## config.mk

```make
export PLATFORM = sky130hd
export DESIGN_NAME = onehot_rr_arbiter
export DESIGN_NICKNAME = d
export VERILOG_FILES = /design/src/rtl/onehot_rr_arbiter.sv
export SDC_FILE = /design/constraint.sdc
export NUM_CORES = 1
export LEC_CHECK = 0
export CAP_MARGIN = 20
export CORE_MARGIN = 10
export CORE_UTILIZATION = 50
export DETAILED_ROUTE_END_ITERATION = 16
export GPL_TIMING_DRIVEN = 1
export PLACE_DENSITY = 0.85
export SLEW_MARGIN = 20
export SYNTH_ARGS = -nofsm -noshare
export SYNTH_HDL_FRONTEND = slang
export SYNTH_SLANG_ARGS = --single-unit
```

## constraint.sdc

```tcl
create_clock -name clk -period 11.98 [get_ports clk]
set_clock_uncertainty 0.05 [all_clocks]
set_input_delay 3.594 -clock clk [delete_from_list [all_inputs] [get_ports clk]]
set_output_delay 3.594 -clock clk [all_outputs]
set_load 0.01 [all_outputs]
```

## src/rtl/onehot_rr_arbiter.sv

```systemverilog
// Round-robin arbiter: sticky per-line pending events issued as a
// strictly one-hot grant word under a valid/ready handshake.
module onehot_rr_arbiter #(
    parameter int N = 8
) (
    input  logic         clk,
    input  logic         rst,
    input  logic [N-1:0] req,
    output logic [N-1:0] gnt,
    output logic         gnt_valid,
    input  logic         gnt_ready,
    output logic [N-1:0] pending
);

    localparam int PW = $clog2(N);

    logic [PW-1:0] ptr;
    logic [PW-1:0] sel;
    logic [PW-1:0] idx;
    logic          found;
    logic          slot_free;
    logic          accept;
    logic          load;
    logic [N-1:0]  sel_oh;
    logic [N-1:0]  clr;

    // First set bit of the registered pending word, scanning from ptr upward.
    always_comb begin
        found = 1'b0;
        sel   = '0;
        idx   = '0;
        for (int k = 0; k < N; k++) begin
            idx = ptr + PW'(k);
            if (!found && pending[idx]) begin
                found = 1'b1;
                sel   = idx;
            end
        end
    end

    assign slot_free = !gnt_valid || gnt_ready;
    assign accept    = gnt_valid && gnt_ready;
    assign load      = slot_free && found;
    assign sel_oh    = {{(N-1){1'b0}}, 1'b1} << sel;
    assign clr       = load ? sel_oh : '0;

    always_ff @(posedge clk) begin
        if (rst) begin
            pending   <= '0;
            gnt       <= '0;
            gnt_valid <= 1'b0;
            ptr       <= '0;
        end else begin
            // req is OR'd in after the clear so a same-edge re-request survives.
            pending <= (pending & ~clr) | req;
            if (load) begin
                gnt       <= sel_oh;
                gnt_valid <= 1'b1;
                ptr       <= sel + PW'(1);
            end else if (accept) begin
                gnt       <= '0;
                gnt_valid <= 1'b0;
            end
        end
    end

endmodule
```

---- After elaboration in Yosys (flattened, before gate mapping) ----
Index checks and enable logic that the tools add are counted.
word-level totals
  flip-flop bits (word level) ............. 20
cells by class
  muxes and demuxes ....................... 37
  reduce and logical (&&, ||, !) cells .... 19
  bitwise gates (word level) .............. 3
  order comparisons ....................... 8
  $add $sub $neg .......................... 8
  shifts and indexed selects .............. 1
operators by type and width
  kind                                                count
  < comparator 3 x 4 -> 1 bit, second input constant  8
  binary-select mux 1 bit (select 3 bit)              8
  two-way mux 3 bit                                   8
  two-way mux 8 bit                                   3
  two-way mux 1 bit                                   18
  adder 3 bit, second input constant                  4
  logical AND 1 bit                                   9
  AND 8 bit                                           1
  logical NOT 1 bit                                   8
  NOT 8 bit                                           1
  bitwise OR 8 bit                                    1
  << shifter 1 x 3 -> 8 bit, first input constant     1
  adder 3 x 1 -> 3 bit, second input constant         2
  adder 3 x 2 -> 3 bit, second input constant         2
  nonzero test 2 bit                                  1
  logical OR 1 bit                                    1

---- Depth between registers and ports, before layout ----
Gate-level depths: netlist of run 1.
  depth after elaboration ................. 29
  gate-level depth with buffers ........... 17
  gate-level depth less buffers ........... 14

---- Worst setup path after synthesis of run 1 ----
Ideal clock, no wire load.
  kind .................................... input -> register
  start ................................... input port gnt_ready
  end ..................................... register gnt[3]
  required time ........................... 11.813 ns
  stages on the path ...................... 5
  arrival time ............................ 4.385 ns
  path buffers ............................ 1
  setup time .............................. 0.117 ns
  slack ................................... 7.428 ns
  cell sequence ........................... nor2b_1 a21oi_4 nor2b_4 buf_6 a32o_1
on the way
  longest elaborated chain between the ends .. 3
  elaborated cells on any way between the ends .. 5
RTL lines
  item                                                            line  text
  start: declaration                                              11    input logic gnt_ready,
  logical OR 1 bit                                                41    assign slot_free = !gnt_valid || gnt_ready;
  logical AND 1 bit                                               43    assign load = slot_free && found;
  two-way mux 8 bit / nonzero test 2 bit (equally long branches)  --
  end signal: assignment                                          57    gnt <= sel_oh;
  end: declaration                                                9     output logic [N-1:0] gnt,
Parallel ways exist; a longest one is shown, timed or not.
A chain may end at the register's enable or synchronous reset.

---- Worst setup path after layout of run 1 ----
  start ................................... register pending[7]
  end ..................................... output port pending[7]
RTL lines
  item                      line  text
  start: declaration        12    output logic [N-1:0] pending
  start signal: assignment  55    pending <= (pending & ~clr) | req;
No word-level cell between the ends.

==> impl_metrics.csv, run 1 <==
group,metric,value,unit
outcome,status,"completed",
cells_and_area,area_growth,16.9,%
cells_and_area,design_area,0.00205,mm^2
detailed_routing,drc,0,
floorplanning,start_util,0.521,
min_path,hold_path.class,"reg -> reg",
floorplanning,die_w,79.2,um
place,place_area,0.00200,mm^2
global_route,gr-total-overflow,0,
setup_path,crit_buf_inv,1,
global_route,grtUsageTotal,0.134,
setup_path,path_delay_family,"buffers and inverters",
synthesis,syn_avg_cell_area,9.62,um^2
synthesis,synth-main-ff-cell,"dfxtp_1",
clock_network,numCtsBuffers,3,
synthesis,postSynth.asyncResetShare,0,
synthesis,synth-edff-count,0,
setup_path,r2r_setup_slack,7.41,ns
synthesis,netlist-cell-type-count,60,
setup_path,max_stage_delay,0.60,ns
synthesis,ys_seq_area_frac,0.229,
setup_path,start_kind,"register",
detailed_routing,viasPerCell,6.04,
detailed_routing,num_vias,1499,
timing,finalHoldViolCount,0,
clock_network,clock_latency,0.31,ns
setup_path,crit_fanout,7,
cells_and_area,final_cell_mix,"clkdlybuf4s50_1 (27), dfxtp_1 (20), nor2_1 (18), inv_1 (14), nand2_1 (12)",
cells_and_area,diodes,0,
cells_and_area,final_common_cell,"clkdlybuf4s50_1",
detailed_routing,detail-route-antenna-nets,0,
floorplanning,dieArea,0.00627,mm^2
setup_path,cp.required,8.34,ns
detailed_routing,drtIter0Drc,117,
setup_path,critPathCaptureType,"primary output",
synthesis,synthesis.nets,200,
floorplanning,fp.dieH,79.2,um
synthesis,syn_area,0.00175,mm^2
timing,worst_pin_slew,0.714,ns
global_route,grt_pass1_vias,1447,
place,numPortBuffers,27,
synthesis,yosys_warnings,0,
synthesis,netlist_instances,182,
clock_network,cts_hold_buf,0,
clock_network,cts_setup_buffers,0,
clock_network,cts_buffer_depth,2,
global_route,grt_pass1_wl,7090,um
job,timing.max_cap.violations,0,
timing,fin_crit,5.05,ns
setup_path,cp_slowest_cell,"clkdlybuf4s50_1",
cells_and_area,nets,221,
floorplanning,boundaryPins,28,
timing,drv_slew,0,
detailed_routing,drtPass1Iterations,4,
floorplanning,num_rows,21,
clock_network,tritoncts,"done",
floorplanning,core_area,0.00336,mm^2
cells_and_area,final_util,0.609,
setup_path,arrival,1.41,ns
setup_path,crit_chain,"clkdlybuf4s50_1",
timing,fin_tns_setup,0,ns
synthesis,synth-seq-cells,20,
timing,maxSlewHeadroom,0.523,
place,dpl.hpwl,3170,um
cells_and_area,drive_gt1_frac,0.149,
clock_network,cts.sinks,20,
global_route,antenna_found_initial,0,
global_route,grt_max_degree,19,
clock_network,root_buffer,"clkbuf_4",
place,gp_congestion,0.814,
detailed_routing,totalWireLength,4190,um
setup_path,crit_type,"reg -> out",
detailed_routing,routedWlPerCell,16.9,um
clock_network,clk_pin_slew,0.12,ns
timing,rsz0062_at_grt,"no",
clock_network,h-tree-depth,1,
timing,finalSetupViolations,0,
timing,clock.fmax,198,MHz
timing,fin_crit_sh,0.422,
clock_network,cts-resized-gates,0,
==> per-stage QoR <==
stage               setup WS (ns)  hold slack (ns)  std cells
floorplan                    7.43            0.461        182
global placement             6.89            0.413        244
detailed placement           6.83            0.417        244
CTS                          6.92            0.452        248
global route                 6.90            0.462        248
finish                       6.93            0.450        248
==> flip-flops by register name, summed over array words and instances (netlist names) <==
register	count
gnt_valid	1
ptr	3
pending	8
gnt	8
==> worst paths after layout <==
path | from | endpoint | depth (start not counted)
worst max-delay path | pending[7]$_SDFF_PP0_ | pending[7] | 1
worst min-delay path | gnt[5]$_SDFFE_PP0P_ | gnt[5]$_SDFFE_PP0P_ | 1
worst max register to register | ptr[0]$_SDFFE_PP0P_ | gnt[7]$_SDFFE_PP0P_ | 13
worst min register to register | gnt[5]$_SDFFE_PP0P_ | gnt[5]$_SDFFE_PP0P_ | 1
==> cells in the mapped netlist, types with 2 or more instances <==
cell	n	share of area
mux2i_1	9	0.051
dfxtp_1	20	0.23
a22o_1	7	0.035
ha_1	7	0.050
nand2_1	12	0.026
buf_6	4	0.026
xor2_1	3	0.015
a311oi_1	4	0.020
a311oi_2	4	0.034
nor2_1	18	0.039
inv_1	14	0.030
mux4_1	2	0.030
a31oi_1	2	0.0071
a32o_1	3	0.017
o21ai_0	3	0.0086
nor2b_1	4	0.014
and2_1	2	0.0071
nand2b_1	2	0.0071
a21oi_1	4	0.011
buf_1	2	0.0043
a211oi_1	2	0.0086
a32oi_1	2	0.010
mux2i_2	2	0.016
clkbuf_1	3	0.0064
mux4_2	6	0.077
mux2_2	5	0.032
nand3_1	3	0.0086
==> cell type report <==
cell class                      count  area, um^2
Clock buffer                        3        22.5
Timing Repair Buffer               27         270
Multi-Input combinational cell    136        1210
Fill cell                         304        1320
Inverter                           15        56.3
Tap cell                           46        57.6
Sequential cell                    20         400
Clock inverter                      1        30.0
==> kinds of logic (layout without fill, tap and decap cells) <==
group | after synthesis | in the layout | synth area share
adder cells (fa/ha/maj) | 7 | 7 | 0.0500
buffers and inverters | 26 | 46 | 0.0800
XOR/XNOR | 4 | 4 | 0.0200
AND/OR/NAND/NOR | 50 | 50 | 0.151
flip-flops | 20 | 20 | 0.229
multiplexers | 26 | 26 | 0.221
AO/OA/AOI/OAI | 49 | 49 | 0.249
==> per-layer routing <==
layer	vias up	global-route usage	routed length [um]
met4	0	0.0376	58
met5	-	0	0
met3	4	0.0270	222
li1	731	-	-
met2	47	0.230	2060
met1	717	0.164	1850
Power of run 1 is left out: the tool's default activity adds up to more than one toggle a clock period on the data nets, which glitch-free logic cannot reach.
==> run 2: changes to the inputs <==
--- a/config.mk
+++ b/config.mk
@@ -7,10 +7,10 @@
 export LEC_CHECK = 0
 export CAP_MARGIN = 20
 export CORE_MARGIN = 10
-export CORE_UTILIZATION = 50
+export CORE_UTILIZATION = 49
 export DETAILED_ROUTE_END_ITERATION = 16
 export GPL_TIMING_DRIVEN = 1
-export PLACE_DENSITY = 0.85
+export PLACE_DENSITY = 0.87
 export SLEW_MARGIN = 20
 export SYNTH_ARGS = -nofsm -noshare
 export SYNTH_HDL_FRONTEND = slang
==> constraint.sdc (replaced) <==
create_clock -name clk -period 4.6 [get_ports clk]
set_clock_uncertainty 0.05 [all_clocks]
set_input_delay 1.38 -clock clk [delete_from_list [all_inputs] [get_ports clk]]
set_output_delay 1.38 -clock clk [all_outputs]
set_load 0.01 [all_outputs]
==> run 2 against run 1 <==
Compared with the run above: clock-buffer cell count is the same; register-to-register slack got worse by 6.6 ns; final area is 0.73% lower; non-clock buffer count rose by 2; core utilization decreased by 0.92 points; routed wire length is 4.9% higher; critical path depth is 12 higher; via count up 3.1%; worst setup slack got worse by 6.1 ns; flip-flop and latch count unchanged; sequential share of layout area up 0.14 points; hold slack got worse by 0.0028 ns; critical endpoint is now gnt[7]$_SDFFE_PP0P_.
==> impl_metrics.csv, run 2 (synthesized netlist as in run 1, its figures left out) <==
group,metric,value,unit
clock_network,cts_buffer_depth,2,
floorplanning,boundaryPins,28,
setup_path,crit_chain,"inv_1 -> ha_1 -> mux4_2 -> mux2_2 -> o21ai_0 -> a311oi_1 -> a211oi_1 -> inv_1 -> ha_1 -> ha_1 -> a21boi_0 -> o21bai_1 -> a21oi_1",
detailed_routing,drtIter0Drc,95,
clock_network,numCtsBuffers,3,
clock_network,root_buffer,"clkbuf_4",
place,gp_congestion,0.908,
setup_path,cpMostUsedCell,"ha_1",
place,numPortBuffers,27,
global_route,grt_max_degree,18,
floorplanning,fp.dieH,79.8,um
cells_and_area,top_regs,"gnt: 8 flops, pending: 8 flops, ptr: 3 flops",
setup_path,cp.required,4.72,ns
clock_network,clock_latency,0.30,ns
timing,clock.fmax,263,MHz
setup_path,crit_fanout,10,
clock_network,h-tree-depth,1,
detailed_routing,highest_layer,"met4",
setup_path,crit_buf_inv,2,
global_route,gr-total-overflow,0,
global_route,grt_pass1_wl,7160,um
global_route,grtUsageTotal,0.136,
cells_and_area,diodes,0,
detailed_routing,viasPerCell,6.21,
timing,finalSetupViolations,0,
clock_network,cts_setup_buffers,0,
cells_and_area,design_area,0.00203,mm^2
setup_path,path_delay_family,"compound AO/OA/AOI/OAI gates",
detailed_routing,wl_met3,253,um
setup_path,cp_slowest_cell,"mux4_2",
floorplanning,die_w,79.8,um
global_route,grt_pass1_vias,1502,
timing,maxSlewHeadroom,0.515,
timing,drv_slew,0,
clock_network,cts_hold_buf,0,
timing,worst_pin_slew,0.725,ns
clock_network,tritoncts,"done",
job,timing.max_cap.violations,0,
timing,fin_tns_setup,0,ns
setup_path,max_stage_delay,0.63,ns
floorplanning,dieArea,0.00637,mm^2
floorplanning,start_util,0.517,
timing,finalHoldViolCount,0,
cells_and_area,drive_gt1_frac,0.153,
timing,fin_crit_sh,0.826,
detailed_routing,wl_met1,1920,um
setup_path,crit_type,"reg -> reg",
setup_path,start_kind,"register",
detailed_routing,routedWlPerCell,17.7,um
cells_and_area,area_growth,16.1,%
floorplanning,core_area,0.00339,mm^2
outcome,status,"completed",
place,dpl.hpwl,3370,um
detailed_routing,drc,0,
clock_network,cts-resized-gates,0,
cells_and_area,final_cell_mix,"clkdlybuf4s50_1 (27), dfxtp_1 (20), nor2_1 (18), inv_1 (14), nand2_1 (12)",
timing,fin_crit,3.80,ns
floorplanning,num_rows,21,
setup_path,critPathCaptureType,"register",
place,place_area,0.00201,mm^2
clock_network,clk_pin_slew,0.11,ns
cells_and_area,nets,223,
detailed_routing,num_vias,1546,
min_path,hold_path.class,"reg -> reg",
detailed_routing,met2_wirelength,2140,um
global_route,antenna_found_initial,0,
detailed_routing,drtPass1Iterations,4,
clock_network,cts.sinks,20,
setup_path,arrival,3.92,ns
cells_and_area,final_common_cell,"clkdlybuf4s50_1",
detailed_routing,detail-route-antenna-nets,0,
timing,rsz0062_at_grt,"no",
detailed_routing,totalWireLength,4400,um
[run 2: cell count changes in the layout (fill, tap and decap cells not counted), sizes merged]
cell / change
bufinv: -1
buf: +2
[run 2: cell type report]
cell class	instances	area, um^2
tap	46	57.6
fill	274	1360
timing repair buffer	29	285
multi-input combinational	136	1210
clock buffer	3	22.5
sequential	20	400
inverter	15	56.3
[run 2: path summary, 6_finish.rpt]
| check | from | to | depth (start not counted) | slack (ns) |
|---|---|---|---|---|
| max | ptr[1]$_SDFFE_PP0P_ | gnt[7]$_SDFFE_PP0P_ | 13 | 0.80 |
| min | gnt[6]$_SDFFE_PP0P_ | gnt[6]$_SDFFE_PP0P_ | 1 | 0.45 |
| max reg2reg | ptr[1]$_SDFFE_PP0P_ | gnt[7]$_SDFFE_PP0P_ | 13 | 0.80 |
| min reg2reg | gnt[6]$_SDFFE_PP0P_ | gnt[6]$_SDFFE_PP0P_ | 1 | 0.45 |
[run 2: layer usage]
metal	up-vias	track usage
met5	-	0
met4	0	0.0458
met3	10	0.0304
met2	51	0.230
met1	750	0.167
li1	735	-
[run 2: metrics by stage]
| stage | hold slack (ns) | std cells | setup slack (ns) | utilization |
|---|---|---|---|---|
| after floorplan | 0.461 | 182 | 0.607 | - |
| after global placement | 0.416 | 246 | 0.980 | 0.593 |
| after detailed placement | 0.408 | 246 | 0.840 | 0.593 |
| after CTS | 0.445 | 249 | 0.835 | 0.600 |
| after global routing | 0.469 | 249 | 0.537 | 0.600 |
| final | 0.447 | 249 | 0.799 | 0.600 |
Power of run 2 is left out for the same reason.
==> run 3: changes to the inputs <==
==> constraint.sdc (replaced) <==
create_clock -name clk -period 3.4 [get_ports clk]
set_clock_uncertainty 0.05 [all_clocks]
set_input_delay 1.02 -clock clk [delete_from_list [all_inputs] [get_ports clk]]
set_output_delay 1.02 -clock clk [all_outputs]
set_load 0.01 [all_outputs]
==> run 3 against run 2 <==
Compared with the run above: critical path depth is 1 higher; hold slack worse by 0.0069 ns; clock-buffer cell count is the same; die area is the same; fmax up 16%; critical path type unchanged; routed wire length is 3.0% higher.
==> impl_metrics.csv, run 3 (synthesized netlist as in run 1, its figures left out) <==
group,metric,value,unit
global_route,grt_max_degree,18,
setup_path,crit_type,"reg -> reg",
cells_and_area,fillers,253,
job,timing.max_cap.violations,0,
floorplanning,fp.dieH,79.8,um
timing,fin_crit,3.28,ns
timing,finalSetupViolations,0,
cells_and_area,diodes,0,
global_route,antenna_found_initial,0,
cells_and_area,final_common_cell,"clkdlybuf4s50_1",
cells_and_area,regArea,402,um^2
clock_network,clock_latency,0.31,ns
setup_path,arrival,3.41,ns
timing,finalHoldViolCount,0,
cells_and_area,final_cell_mix,"clkdlybuf4s50_1 (27), dfxtp_1 (19), nor2_1 (18), inv_1 (13), nand2_1 (12)",
timing,maxSlewHeadroom,0.526,
cells_and_area,top_regs,"gnt: 8 flops, pending: 8 flops, ptr: 3 flops",
cells_and_area,area_growth,25.0,%
floorplanning,die_w,79.8,um
setup_path,start_kind,"register",
cells_and_area,nets,232,
global_route,gr-total-overflow,0,
place,gp_congestion,0.884,
clock_network,clk_pin_slew,0.11,ns
detailed_routing,totalWireLength,4540,um
clock_network,h-tree-depth,1,
outcome,status,"completed",
timing,drv_slew,0,
clock_network,root_buffer,"clkbuf_4",
setup_path,cp.required,3.53,ns
clock_network,cts.sinks,20,
clock_network,cts_buffer_depth,2,
global_route,grt_pass1_wl,7490,um
detailed_routing,num_vias,1573,
clock_network,cts_hold_buf,0,
detailed_routing,drtIter0Drc,94,
floorplanning,dieArea,0.00637,mm^2
setup_path,crit_fanout,7,
cells_and_area,multi_input_area,0.00127,mm^2
global_route,grtUsageTotal,0.144,
timing,worst_pin_slew,0.708,ns
place,dpl.hpwl,3380,um
setup_path,critPathCaptureType,"register",
floorplanning,boundaryPins,28,
place,numPortBuffers,27,
detailed_routing,routedWlPerCell,17.5,um
detailed_routing,viasPerCell,6.07,
place,dp.cells,253,
detailed_routing,drc,0,
timing,fin_crit_sh,0.965,
global_route,grt_pass1_vias,1530,
floorplanning,start_util,0.517,
floorplanning,core_area,0.00339,mm^2
detailed_routing,drtPass1Iterations,4,
clock_network,numCtsBuffers,3,
detailed_routing,detail-route-antenna-nets,0,
floorplanning,num_rows,21,
cells_and_area,stdcell_count,259,
cells_and_area,drive_gt1_frac,0.254,
min_path,hold_path.class,"reg -> reg",
clock_network,tritoncts,"done",
timing,clock.fmax,305,MHz
[run 3: metal layers]
metal / vias up / GRT usage / part of all wire
li1: 751 / - / -
met1: 771 / 0.172 / 0.42
met2: 45 / 0.241 / 0.51
met3: 6 / 0.0315 / 0.052
met4: 0 / 0.0634 / 0.017
met5: - / 0 / 0
[run 3: what timing repair did]
action | 4_1_cts | 5_1_grt
setup endpoints to repair | 0 | 16
gates resized for setup | 0 | 10
setup buffers | 0 | 2
[run 3: area by class of cell]
| class | instances | share of cell area |
|---|---|---|
| timing repair buffer | 38 | 0.161 |
| tap | 46 | 0.0263 |
| inverter | 15 | 0.0257 |
| sequential | 20 | 0.183 |
| clock buffer | 3 | 0.0103 |
| clock inverter | 1 | 0.0137 |
| multi-input combinational | 136 | 0.579 |
[run 3: critical path: stages, from the launching register on]
cell and delay, ns:
dfxtp_1 0.35, inv_1 0.08, ha_4 0.32, mux4_2 0.59
buf_4 0.18, mux2_2 0.32, nand2_1 0.09, a311oi_1 0.10
a211oi_2 0.24, inv_1 0.11, ha_2 0.19, ha_2 0.18
a21boi_1 0.12, o21bai_1 0.14, a21oi_1 0.07
[run 3: worst paths after layout]
kind	startpoint	cells past startpoint	slack, ns	end
worst min-delay path	gnt[3]$_SDFFE_PP0P_	1	0.44	gnt[3]$_SDFFE_PP0P_
worst min register to register	gnt[3]$_SDFFE_PP0P_	1	0.44	gnt[3]$_SDFFE_PP0P_
worst max register to register	ptr[0]$_SDFFE_PP0P_	14	0.12	gnt[7]$_SDFFE_PP0P_
worst max-delay path	ptr[0]$_SDFFE_PP0P_	14	0.12	gnt[7]$_SDFFE_PP0P_
[run 3: stage by stage]
stage | utilization | hold slack, ns | TNS (ns) | cell area (um^2) | setup slack, ns
2_1_floorplan | - | 0.461 | 0 | 1790 | 0.00942
3_3_place_gp | 0.615 | 0.405 | 0 | 2090 | 0.148
3_5_place_dp | 0.615 | 0.412 | 0 | 2090 | 0.0461
4_1_cts | 0.631 | 0.445 | 0 | 2140 | 0.0118
5_1_grt | 0.646 | 0.469 | -0.0269 | 2190 | -0.0269
6_report | 0.646 | 0.440 | 0 | 2190 | 0.120
Power of run 3 is left out for the same reason.
